**config.mk**
```make
export PLATFORM = sky130hd
export DESIGN_NAME = serv_fetch
export DESIGN_NICKNAME = d
export VERILOG_FILES = /design/src/rtl/serv_fetch.sv
export SDC_FILE = /design/constraint.sdc
export NUM_CORES = 1
export LEC_CHECK = 0
export ABC_AREA = 1
export BUFFER_PORTS_ARGS = -buffer_cell sky130_fd_sc_hd__buf_2
export CAP_MARGIN = 20
export CELL_PAD_IN_SITES_DETAIL_PLACEMENT = 2
export CELL_PAD_IN_SITES_GLOBAL_PLACEMENT = 2
export CORE_MARGIN = 2
export CORE_UTILIZATION = 30
export DETAILED_ROUTE_END_ITERATION = 6
export MAX_ROUTING_LAYER = met4
export PLACE_DENSITY = 0.92
export SETUP_SLACK_MARGIN = 0.05
export SYNTH_ARGS = -nofsm -noshare
export SYNTH_HDL_FRONTEND = slang
export SYNTH_SLANG_ARGS = --single-unit
```
**constraint.sdc**
```tcl
create_clock -name clk -period 3 [get_ports clk]
set_input_delay 0.9 -clock clk [delete_from_list [all_inputs] [get_ports clk]]
set_output_delay 0.9 -clock clk [all_outputs]
set_load 0.1 [all_outputs]
```
**src/rtl/serv_fetch.sv**
```systemverilog
// serv_fetch: instruction fetch unit for a bit-serial core.
// The next PC arrives one bit per cycle into a shadow register. A fetch request
// copies it to the bus address and runs a single request/acknowledge bus cycle.
// The fetched word is then handed to the decoder with a one-cycle strobe.
module serv_fetch #(
    parameter logic [31:0] RESET_PC = 32'h0000_0000
) (
    input  logic        clk,
    input  logic        i_rst,
    input  logic        i_pc_en,
    input  logic        i_pc_bit,
    input  logic        i_fetch_req,
    output logic [31:0] o_ibus_adr,
    output logic        o_ibus_cyc,
    input  logic        i_ibus_ack,
    input  logic [31:0] i_ibus_rdt,
    output logic [31:0] o_wb_rdt,
    output logic        o_wb_en,
    output logic        o_busy,
    output logic        o_req_overrun
);

    localparam logic [1:0] S_IDLE    = 2'd0;
    localparam logic [1:0] S_FETCH   = 2'd1;
    localparam logic [1:0] S_DELIVER = 2'd2;

    logic [1:0]  state_q,   state_d;
    logic [31:0] shadow_q,  shadow_d;
    logic [31:0] adr_q,     adr_d;
    logic [31:0] rdt_q,     rdt_d;
    logic        cyc_q,     cyc_d;
    logic        wb_en_q,   wb_en_d;
    logic        overrun_q, overrun_d;

    // Shadow PC: shift right with the new bit entering at the top, in every state.
    // Exactly 32 bits arrive per update, so no bit count is needed.
    always_comb begin
        shadow_d = shadow_q;
        if (i_pc_en) begin
            shadow_d = {i_pc_bit, shadow_q[31:1]};
        end
    end

    // Fetch sequencing: IDLE -> FETCH (bus cycle) -> DELIVER (strobe) -> IDLE.
    // The address is taken from the shadow value before this cycle's shift.
    always_comb begin
        state_d = state_q;
        adr_d   = adr_q;
        rdt_d   = rdt_q;
        cyc_d   = cyc_q;
        wb_en_d = 1'b0;
        case (state_q)
            S_IDLE: begin
                if (i_fetch_req) begin
                    adr_d   = shadow_q;
                    cyc_d   = 1'b1;
                    state_d = S_FETCH;
                end
            end
            S_FETCH: begin
                if (i_ibus_ack) begin
                    rdt_d   = i_ibus_rdt;
                    cyc_d   = 1'b0;
                    wb_en_d = 1'b1;
                    state_d = S_DELIVER;
                end
            end
            S_DELIVER: begin
                state_d = S_IDLE;
            end
            default: begin
                cyc_d   = 1'b0;
                state_d = S_IDLE;
            end
        endcase
    end

    // Overrun: a request that arrives while busy is dropped and remembered until reset.
    always_comb begin
        overrun_d = overrun_q | (i_fetch_req & (state_q != S_IDLE));
    end

    // State registers; reset starts the boot fetch from RESET_PC immediately.
    always_ff @(posedge clk) begin
        if (i_rst) begin
            state_q   <= S_FETCH;
            shadow_q  <= RESET_PC;
            adr_q     <= RESET_PC;
            rdt_q     <= 32'h0000_0000;
            cyc_q     <= 1'b1;
            wb_en_q   <= 1'b0;
            overrun_q <= 1'b0;
        end else begin
            state_q   <= state_d;
            shadow_q  <= shadow_d;
            adr_q     <= adr_d;
            rdt_q     <= rdt_d;
            cyc_q     <= cyc_d;
            wb_en_q   <= wb_en_d;
            overrun_q <= overrun_d;
        end
    end

    assign o_ibus_adr    = adr_q;
    assign o_ibus_cyc    = cyc_q;
    assign o_wb_rdt      = rdt_q;
    // A reset landing in the deliver cycle withholds the strobe from the decoder.
    assign o_wb_en       = wb_en_q & ~i_rst;
    assign o_busy        = (state_q != S_IDLE);
    assign o_req_overrun = overrun_q;

endmodule

```
======== Yosys cells after proc, flatten, opt, wreduce, memory -nomap -nowiden ========
Cells that the tools add are included.
word-level totals
  flip-flop bits (word level) ............. 101
  bits in latches ......................... 0
  ROM bits ................................ 0
  memories ................................ 0
  word-level logic and storage cells ...... 31
  bits in writable memories ............... 0
  output and inout bits ................... 68
operators by class
  eq/ne operators ......................... 4
  mux-type cells .......................... 7
  divide/modulo/power cells ............... 0
  bitwise operators ....................... 6
  reduce and logical (&&, ||, !) cells .... 7
  shift-type cells ........................ 0
  $mul .................................... 0
  order comparisons ....................... 0
  $add $sub $neg .......................... 0
operators with widths
  operator            number
  $reduce_and 2->1    3
  $mux 2              2
  $ne 2x2->1 const B  2
  $pmux 2 s2          1
  $mux 1              3
  $not 1->1           3
  $pmux 1 s3          1
  $reduce_and 3->1    1
  $and 1x1->1         2
  $eq 2x1->1 const B  1
  $eq 2x2->1 const B  1
  $logic_not 2->1     1
  $reduce_bool 2->1   1
  $reduce_or 2->1     1
  $or 1x1->1          1

======== Logic depth before layout (Yosys ltp) ========
Gate-level depths: netlist of the first run.
  depth in word-level cells ............... 3
  depth in mapped cells ................... 7

======== Worst setup path before layout of the first run ========
Ideal clock, no wire load.
  kind .................................... input to output
  from .................................... in i_rst
  to ...................................... out o_wb_en
  arrival time ............................ 2153 ps
  setup slack ............................. -53 ps
  buffers on the path ..................... 0
  data required time ...................... 2100 ps
  stages .................................. 1
  cell sequence ........................... nor2_1
on the way
  longest elaborated chain between the ends .. 2
RTL lines
  item         line  RTL
  from (decl)  9     input logic i_rst,
  $not 1->1    108   assign o_wb_en = wb_en_q & ~i_rst;
  $and 1x1->1  108
  to (decl)    18    output logic o_wb_en,
Every way passes these cells.

======== Final worst setup path of the first run ========
Same ends and word-level chain as after synthesis.

==> summary.txt, run 1 <==
Pwr
  – Final Power: around 3.7 mW
  – PwrDens: between 700 and 800 mW/mm²
  – Power share of the sequential group: 40.8%
  – Sw Share: 36.61%
  – Logic pwr share: between 20% and 30%
  – Leakage: around 2.4 nW
  – Cell-internal power: between 2 and 2.5 mW
  – VDD IR max: 0.3130 mV
  – Net switching power: about 1.3 mW
  – Clock Power Share: between 30% and 40%

Global routing
  – Vias in the first global route: ~4000
  – Initial antenna violation count: 0
  – Largest net degree at the start of global routing: 65
  – GRT overflow: 0
  – Total GRT Usage: roughly 18%
  – First-pass GRT wire length: 19.84 mm

Floorplan
  – Placeable Area: ~0.013 mm²
  – Chip height: approximately 120 µm
  – Die Wd: 118.0 µm
  – Die area: 0.01393 mm²
  – Initial Utilization: a little over 30%
  – Core Rows: 41
  – Number of I/O pins: between 100 and 150

Timing
  – WHS: about 0.48 ns
  – Max Slew Vio Count: 0
  – Slew margin rel.: a little under half
  – Max Freq: roughly 0.40 GHz
  – Worst-Margin Slew: roughly 0.81 ns
  – Post-layout minimum cycle time: 2.506 ns
  – Final Setup Violations: 0
  – Clock Skews: around 0.0063 ns
  – Final setup margin: between 0.4 and 0.5 ns
  – RSZ-0062 raised after global routing: false
  – Final number of hold-violating endpoints: 0
  – Setup TNS: 0 ns
  – Tcrit/Tclk final: 83.52%

Setup path
  – CP Cell Sequence: buf_2 > nor2_2 > buf_2
  – Crit path kind: in -> out
  – WP data arrival: 1.61 ns
  – CP max FO: 6
  – CP Launch Type: primary input
  – Most used cell along the critical path: buf_2
  – Kind of end point of the critical path: output port
  – Crit-path slowest cell: buf_2
  – CP max stage delay: 0.43 ns
  – Worst path required time: ~2.1 ns

Synth
  – Synth top area share: around half
  – Syn_nets: 580
  – Register area share after synthesis: 51.84%
  – Largest cells by area after synthesis: dfxtp_1 (52%), nor2_1 (10%), nand2_1 (9.5%), a21oi_1 (8.3%), inv_1 (6.4%)
  – Synth warn: 0
  – Number of synthesized flops with an enable pin: 0
  – Syn avg cell area: ~7.2 µm²
  – Async SR Flop Fraction: 0%
  – Cell area after synthesis: 0.003900 mm²
  – Synth unique cells: 13
  – Synthesized flop and latch total: 101
  – Largest area contributor in the netlist: dfxtp_1
  – Ys flop type: dfxtp_1
  – Post-Synthesis Cells: roughly 540

Clocking
  – Hold-fix buffers, CTS: 0
  – Post-cts sizing count: 0
  – # H-tree levels: 3
  – CTS Sinks: roughly 100
  – Clk buf depth: 2
  – Clk root buf: clkbuf_16
  – Clock Pin Slew Worst Setup and Hold Paths: about 0.07 ns
  – TritonCTS clock tree: done
  – Insertion delay to the later sink of the worst-skew pair: around 0.34 ns
  – CTS Buf Count: 9
  – Post-CTS setup buffer count: 0

Finish
  – Storage element area: between 0.002 and 0.0025 mm²
  – ANT cells: 0
  – Fin cells: approximately 810
  – Share of cells above drive strength 1: approximately a fifth
  – Most frequent cells in the layout: buf_2 (105), nor2_1 (102), dfxtp_1 (101)
  – Most common cell after layout, fill and taps aside: buf_2
  – Util after Layout: between 30% and 40%
  – Nets: about 670
  – Multi-input gate area: ~0.0014 mm²
  – Fillers: between 1500 and 2000
  – Final instance area: between 0.004 and 0.005 mm²
  – Layout area overhead: 25.34%

Placed design
  – PortBufs: roughly 110
  – Placed cell areas: 0.004576 mm²
  – Post-Place Setup Slack: between 0.4 and 0.5 ns
  – Post-DP HPWL: between 8 and 9 mm
  – Final Wtd Congestion: a little under 0.7
  – Cell total after placement: 792

Route
  – Routed Antenna Nets: 0
  – Routed wire length: ~12 mm
  – Wire per inst: 14.24 µm
  – Detailed router's first-iteration violation count: approximately 170
  – Pre-antenna DRT Iters: 4
  – Vias per Instance: around 4.6
  – # DRC: 0
  – DR vias: ~3700

Job
  – Max-Cap Viols: 0

Status
  – Status: finished clean

Hold path
  – HP Class: reg -> reg
==> final cells by class <==
cell class,count,share of cell area [%]
clock buffers,13,5.529
clock inverters,3,0.8702
inverters,68,5.221
multi-input cells,335,29.41
flip-flops and latches,101,41.36
well taps,172,4.402
repair buffers,116,13.21
==> kinds of logic (layout without fill, tap and decap cells) <==
family / after synthesis / in the layout / synth area share [%]
flip-flops: 101 / 101 / 51.84
AND/OR/NAND/NOR: 238 / 238 / 24.03
AO/OA/AOI/OAI: 97 / 97 / 12.45
buffers and inverters: 106 / 200 / 11.68
==> sequential cells by signal, indices dropped and copies added, names as in the netlist <==
signal,count
o_wb_rdt,32
state_q,2
wb_en_q,1
o_req_overrun,1
shadow_q,32
o_ibus_cyc,1
o_ibus_adr,32
==> power groups by stage <==
| stage | registers (mW) | logic (mW) | clock network, mW |
|---|---|---|---|
| floorplan | 2.03 | 0.280 | 0 |
| global placement | 1.52 | 0.938 | 0 |
| detailed placement | 1.53 | 0.975 | 0 |
| CTS | 1.50 | 0.981 | 1.25 |
| global route | 1.51 | 1.04 | 1.31 |
| finish | 1.50 | 0.967 | 1.21 |
==> cell usage after synthesis (7+ instances only) <==
library cell and n:
nand3_1 35, a21oi_1 65, o21ai_0 32, nor2_1 104, inv_1 67, buf_2 18
dfxtp_1 101, clkbuf_1 11, buf_4 7, nand2_1 99
==> routing by layer <==
layer	global-route usage, %	wire [µm]	vias to the layer above
met5	-	0	-
met4	6.175	171	0
met3	3.246	444	13
met2	29.76	5570	90
met1	21.45	5323	1783
li1	-	-	1842
==> critical path, delay by kind of cell <==
kind,cells,cell delay [ns]
buf+inv,2,0.59
simple gates,1,0.10
==> path summary, 6_finish.rpt <==
kind / cells past startpoint / to / from / slack (ns)
max: 3 / o_wb_en / i_rst / 0.49
min reg2reg: 2 / shadow_q[29] / shadow_q[30] / 0.48
min: 2 / shadow_q[29] / shadow_q[30] / 0.48
max reg2reg: 5 / o_ibus_adr[6] / state_q[0] / 1.26
(Power assumes the default switching activity.)
==> run 2: changes to the inputs <==
CORE_UTILIZATION = 25   (was 30)
PLACE_DENSITY = 0.83   (was 0.92)
clock period = 2 ns   (was 3 ns; I/O delays follow)
==> run 2 against run 1 <==
Clock power rose by 58%. Critical endpoint is now o_busy. Global-route usage fell by 3.8 points. Final area rose by 0.97%. Utilization fell by 6.1 points. Largest cell class unchanged. Routed wire length fell by 5.1%.
==> summary.txt, run 2 (synthesis gave the netlist of run 1 again) <==
Pwr
  – PwrDens: 1135 mW/mm² (was 752.4 mW/mm²)
  – Sw Share: 35.86% (was 36.61%)
  – Logic pwr share: 25.9% (was 26.3%)
  – Power share of the sequential group: 40.1% (was 40.8%)
  – Cell-internal power: 3.593 mW (was 2.332 mW)
  – VDD IR max: 0.5115 mV (was 0.3130 mV)
  – Final Power: 5.601 mW (was 3.678 mW)
  – Clock Power Share: 34.0% (was 33.0%)
  – Net switching power: 2.009 mW (was 1.347 mW)
  – Leakage: 2.411 nW (was 2.410 nW)

Floorplan
  – Placeable Area: 0.01520 mm² (was 0.01267 mm²)
  – Chip height: 128.9 µm (was 118.0 µm)
  – Initial Utilization: 25.65% (was 30.78%)
  – Core Rows: 45 (was 41)
  – Number of I/O pins: 106 (unchanged)
  – Die area: 0.01662 mm² (was 0.01393 mm²)
  – Die Wd: 128.9 µm (was 118.0 µm)

Global routing
  – Vias in the first global route: 3786 (was 4089)
  – Largest net degree at the start of global routing: 98 (was 65)
  – Total GRT Usage: 13.96% (was 17.76%)
  – First-pass GRT wire length: 18.06 mm (was 19.84 mm)
  – GRT overflow: 0 (unchanged)
  – Initial antenna violation count: 0 (unchanged)

Finish
  – Layout area overhead: 26.56% (was 25.34%)
  – Nets: 664 (was 669)
  – Final instance area: 0.004936 mm² (was 0.004888 mm²)
  – Fillers: 1790 (was 1517)
  – Most frequent cells in the layout: buf_2 (103), nor2_1 (102), dfxtp_1 (101) (was buf_2 (105), nor2_1 (102), dfxtp_1 (101))
  – Most common cell after layout, fill and taps aside: buf_2 (unchanged)
  – Share of cells above drive strength 1: 20.60% (was 21.23%)
  – ANT cells: 0 (unchanged)

Route
  – Pre-antenna DRT Iters: 4 (unchanged)
  – DR vias: 3695 (was 3728)
  – # DRC: 0 (unchanged)
  – Routed wire length: 10.92 mm (was 11.51 mm)
  – Vias per Instance: 4.512 (was 4.614)
  – Wire per inst: 13.33 µm (was 14.24 µm)
  – Routed Antenna Nets: 0 (unchanged)
  – Detailed router's first-iteration violation count: 132 (was 166)

Timing
  – Worst-Margin Slew: 0.5159 ns (was 0.8123 ns)
  – Post-layout minimum cycle time: 1.826 ns
  – Final Setup Violations: 0 (unchanged)
  – Slew margin rel.: 65.84% (was 45.72%)
  – Final number of hold-violating endpoints: 0 (unchanged)
  – Final setup margin: 0.1736 ns (was 0.4944 ns)
  – Max Slew Vio Count: 0 (unchanged)
  – RSZ-0062 raised after global routing: false (unchanged)
  – Setup TNS: 0 ns (unchanged)
  – Max Freq: approximately 0.55 GHz
  – Tcrit/Tclk final: between 90 and 100%
  – Clock Skews: 0.006051 ns (was 0.006291 ns)

Placed design
  – Post-DP HPWL: 7.322 mm (was 8.073 mm)
  – Placed cell areas: 0.004603 mm² (was 0.004576 mm²)
  – Post-Place Setup Slack: 0.2998 ns (was 0.4901 ns)
  – PortBufs: 105 (unchanged)
  – Final Wtd Congestion: 0.7105 (was 0.6883)

Clocking
  – Clk root buf: clkbuf_16 (unchanged)
  – CTS Buf Count: 9 (unchanged)
  – Insertion delay to the later sink of the worst-skew pair: 0.35 ns (was 0.34 ns)
  – Clock Pin Slew Worst Setup and Hold Paths: 0.06 ns (was 0.07 ns)
  – CTS Sinks: 101 (unchanged)
  – TritonCTS clock tree: done (unchanged)
  – # H-tree levels: 3 (unchanged)
  – Clk buf depth: 2 (unchanged)
  – Hold-fix buffers, CTS: 0 (unchanged)

Setup path
  – Buf+Inv Stages, Crit Path: 2 (unchanged)
  – Delay-heaviest family, CP: flip-flops (was buffers and inverters)
  – Worst path required time: 1.40 ns (was 2.10 ns)
  – CP Launch Type: register (was primary input)
  – Crit path kind: reg -> out (was in -> out)
  – Kind of end point of the critical path: output port (unchanged)
  – CP Cell Sequence: inv_1 > nand2_1 > buf_6 (was buf_2 > nor2_2 > buf_2)
  – Crit-path slowest cell: dfxtp_1 (was buf_2)
  – CP max stage delay: 0.44 ns (was 0.43 ns)
  – CP max FO: 4 (was 6)
  – WP data arrival: 1.23 ns (was 1.61 ns)

Status
  – Status: finished clean (unchanged)

Hold path
  – HP Class: reg -> reg (unchanged)

Job
  – Max-Cap Viols: 0 (unchanged)
## run 2: cell count changes in the layout (fill, tap and decap cells not counted), sizes merged
cell,before,now
bufinv,1,2
buf,116,111
clkinvlp,1,0
clkbuf,13,12
clkinv,1,2
## run 2: power by group through the flow
stage	clock network, mW	registers (mW)	logic (mW)
4_1_cts	1.98	2.25	1.47
6_report	1.91	2.25	1.45
5_1_grt	2.08	2.27	1.56
3_3_place_gp	0	2.28	1.42
2_1_floorplan	0	3.05	0.421
3_5_place_dp	0	2.29	1.46
## run 2: timing repair
action / in CTS / in global routing
setup buffers: 0 / 0
setup endpoints to repair: 1 / 1
gates resized for setup: 1 / 1
## run 2: final timing paths
| kind | to | slack [ns] | start | depth (start not counted) |
|---|---|---|---|---|
| worst min register to register | o_req_overrun | 0.47 | o_req_overrun | 2 |
| worst min-delay path | o_req_overrun | 0.47 | o_req_overrun | 2 |
| worst max register to register | o_ibus_adr[12] | 0.79 | state_q[0] | 5 |
| worst max-delay path | o_busy | 0.17 | state_q[0] | 3 |
## run 2: worst reg2reg max path, cell delays in order, from the launching register on
cell     delay [ns]
dfxtp_1        0.37
nor2_4         0.15
buf_12         0.27
nand3_1        0.19
nand2_1        0.09
nor2_1         0.04
## run 2: cell type report
cell class / count / area [µm²] / area share (%)
Inverter: 68 / 255.2 / 5.171
Sequential cell: 101 / 2022 / 40.96
Multi-Input combinational cell: 335 / 1443 / 29.23
Timing Repair Buffer: 111 / 654.4 / 13.26
Tap cell: 188 / 235.2 / 4.766
Clock buffer: 12 / 256.5 / 5.196
Clock inverter: 4 / 70.07 / 1.420
## run 2: per-stage QoR
stage / util [%] / cells / hold WS, ns
floorplan: - / 542 / 0.4408
global placement: 30.28 / 803 / 0.4587
detailed placement: 30.28 / 803 / 0.4621
CTS: 32.44 / 819 / 0.4625
global route: 32.47 / 819 / 0.4746
finish: 32.47 / 819 / 0.4689
## run 2: metal layers
| layer | vias to the layer above | GRT usage, % | part of all wire (%) |
|---|---|---|---|
| met5 | - | - | 0 |
| met4 | 0 | 4.028 | 1.1 |
| met3 | 12 | 3.701 | 5.0 |
| met2 | 86 | 23.62 | 48 |
| met1 | 1761 | 16.30 | 46 |
| li1 | 1836 | - | - |
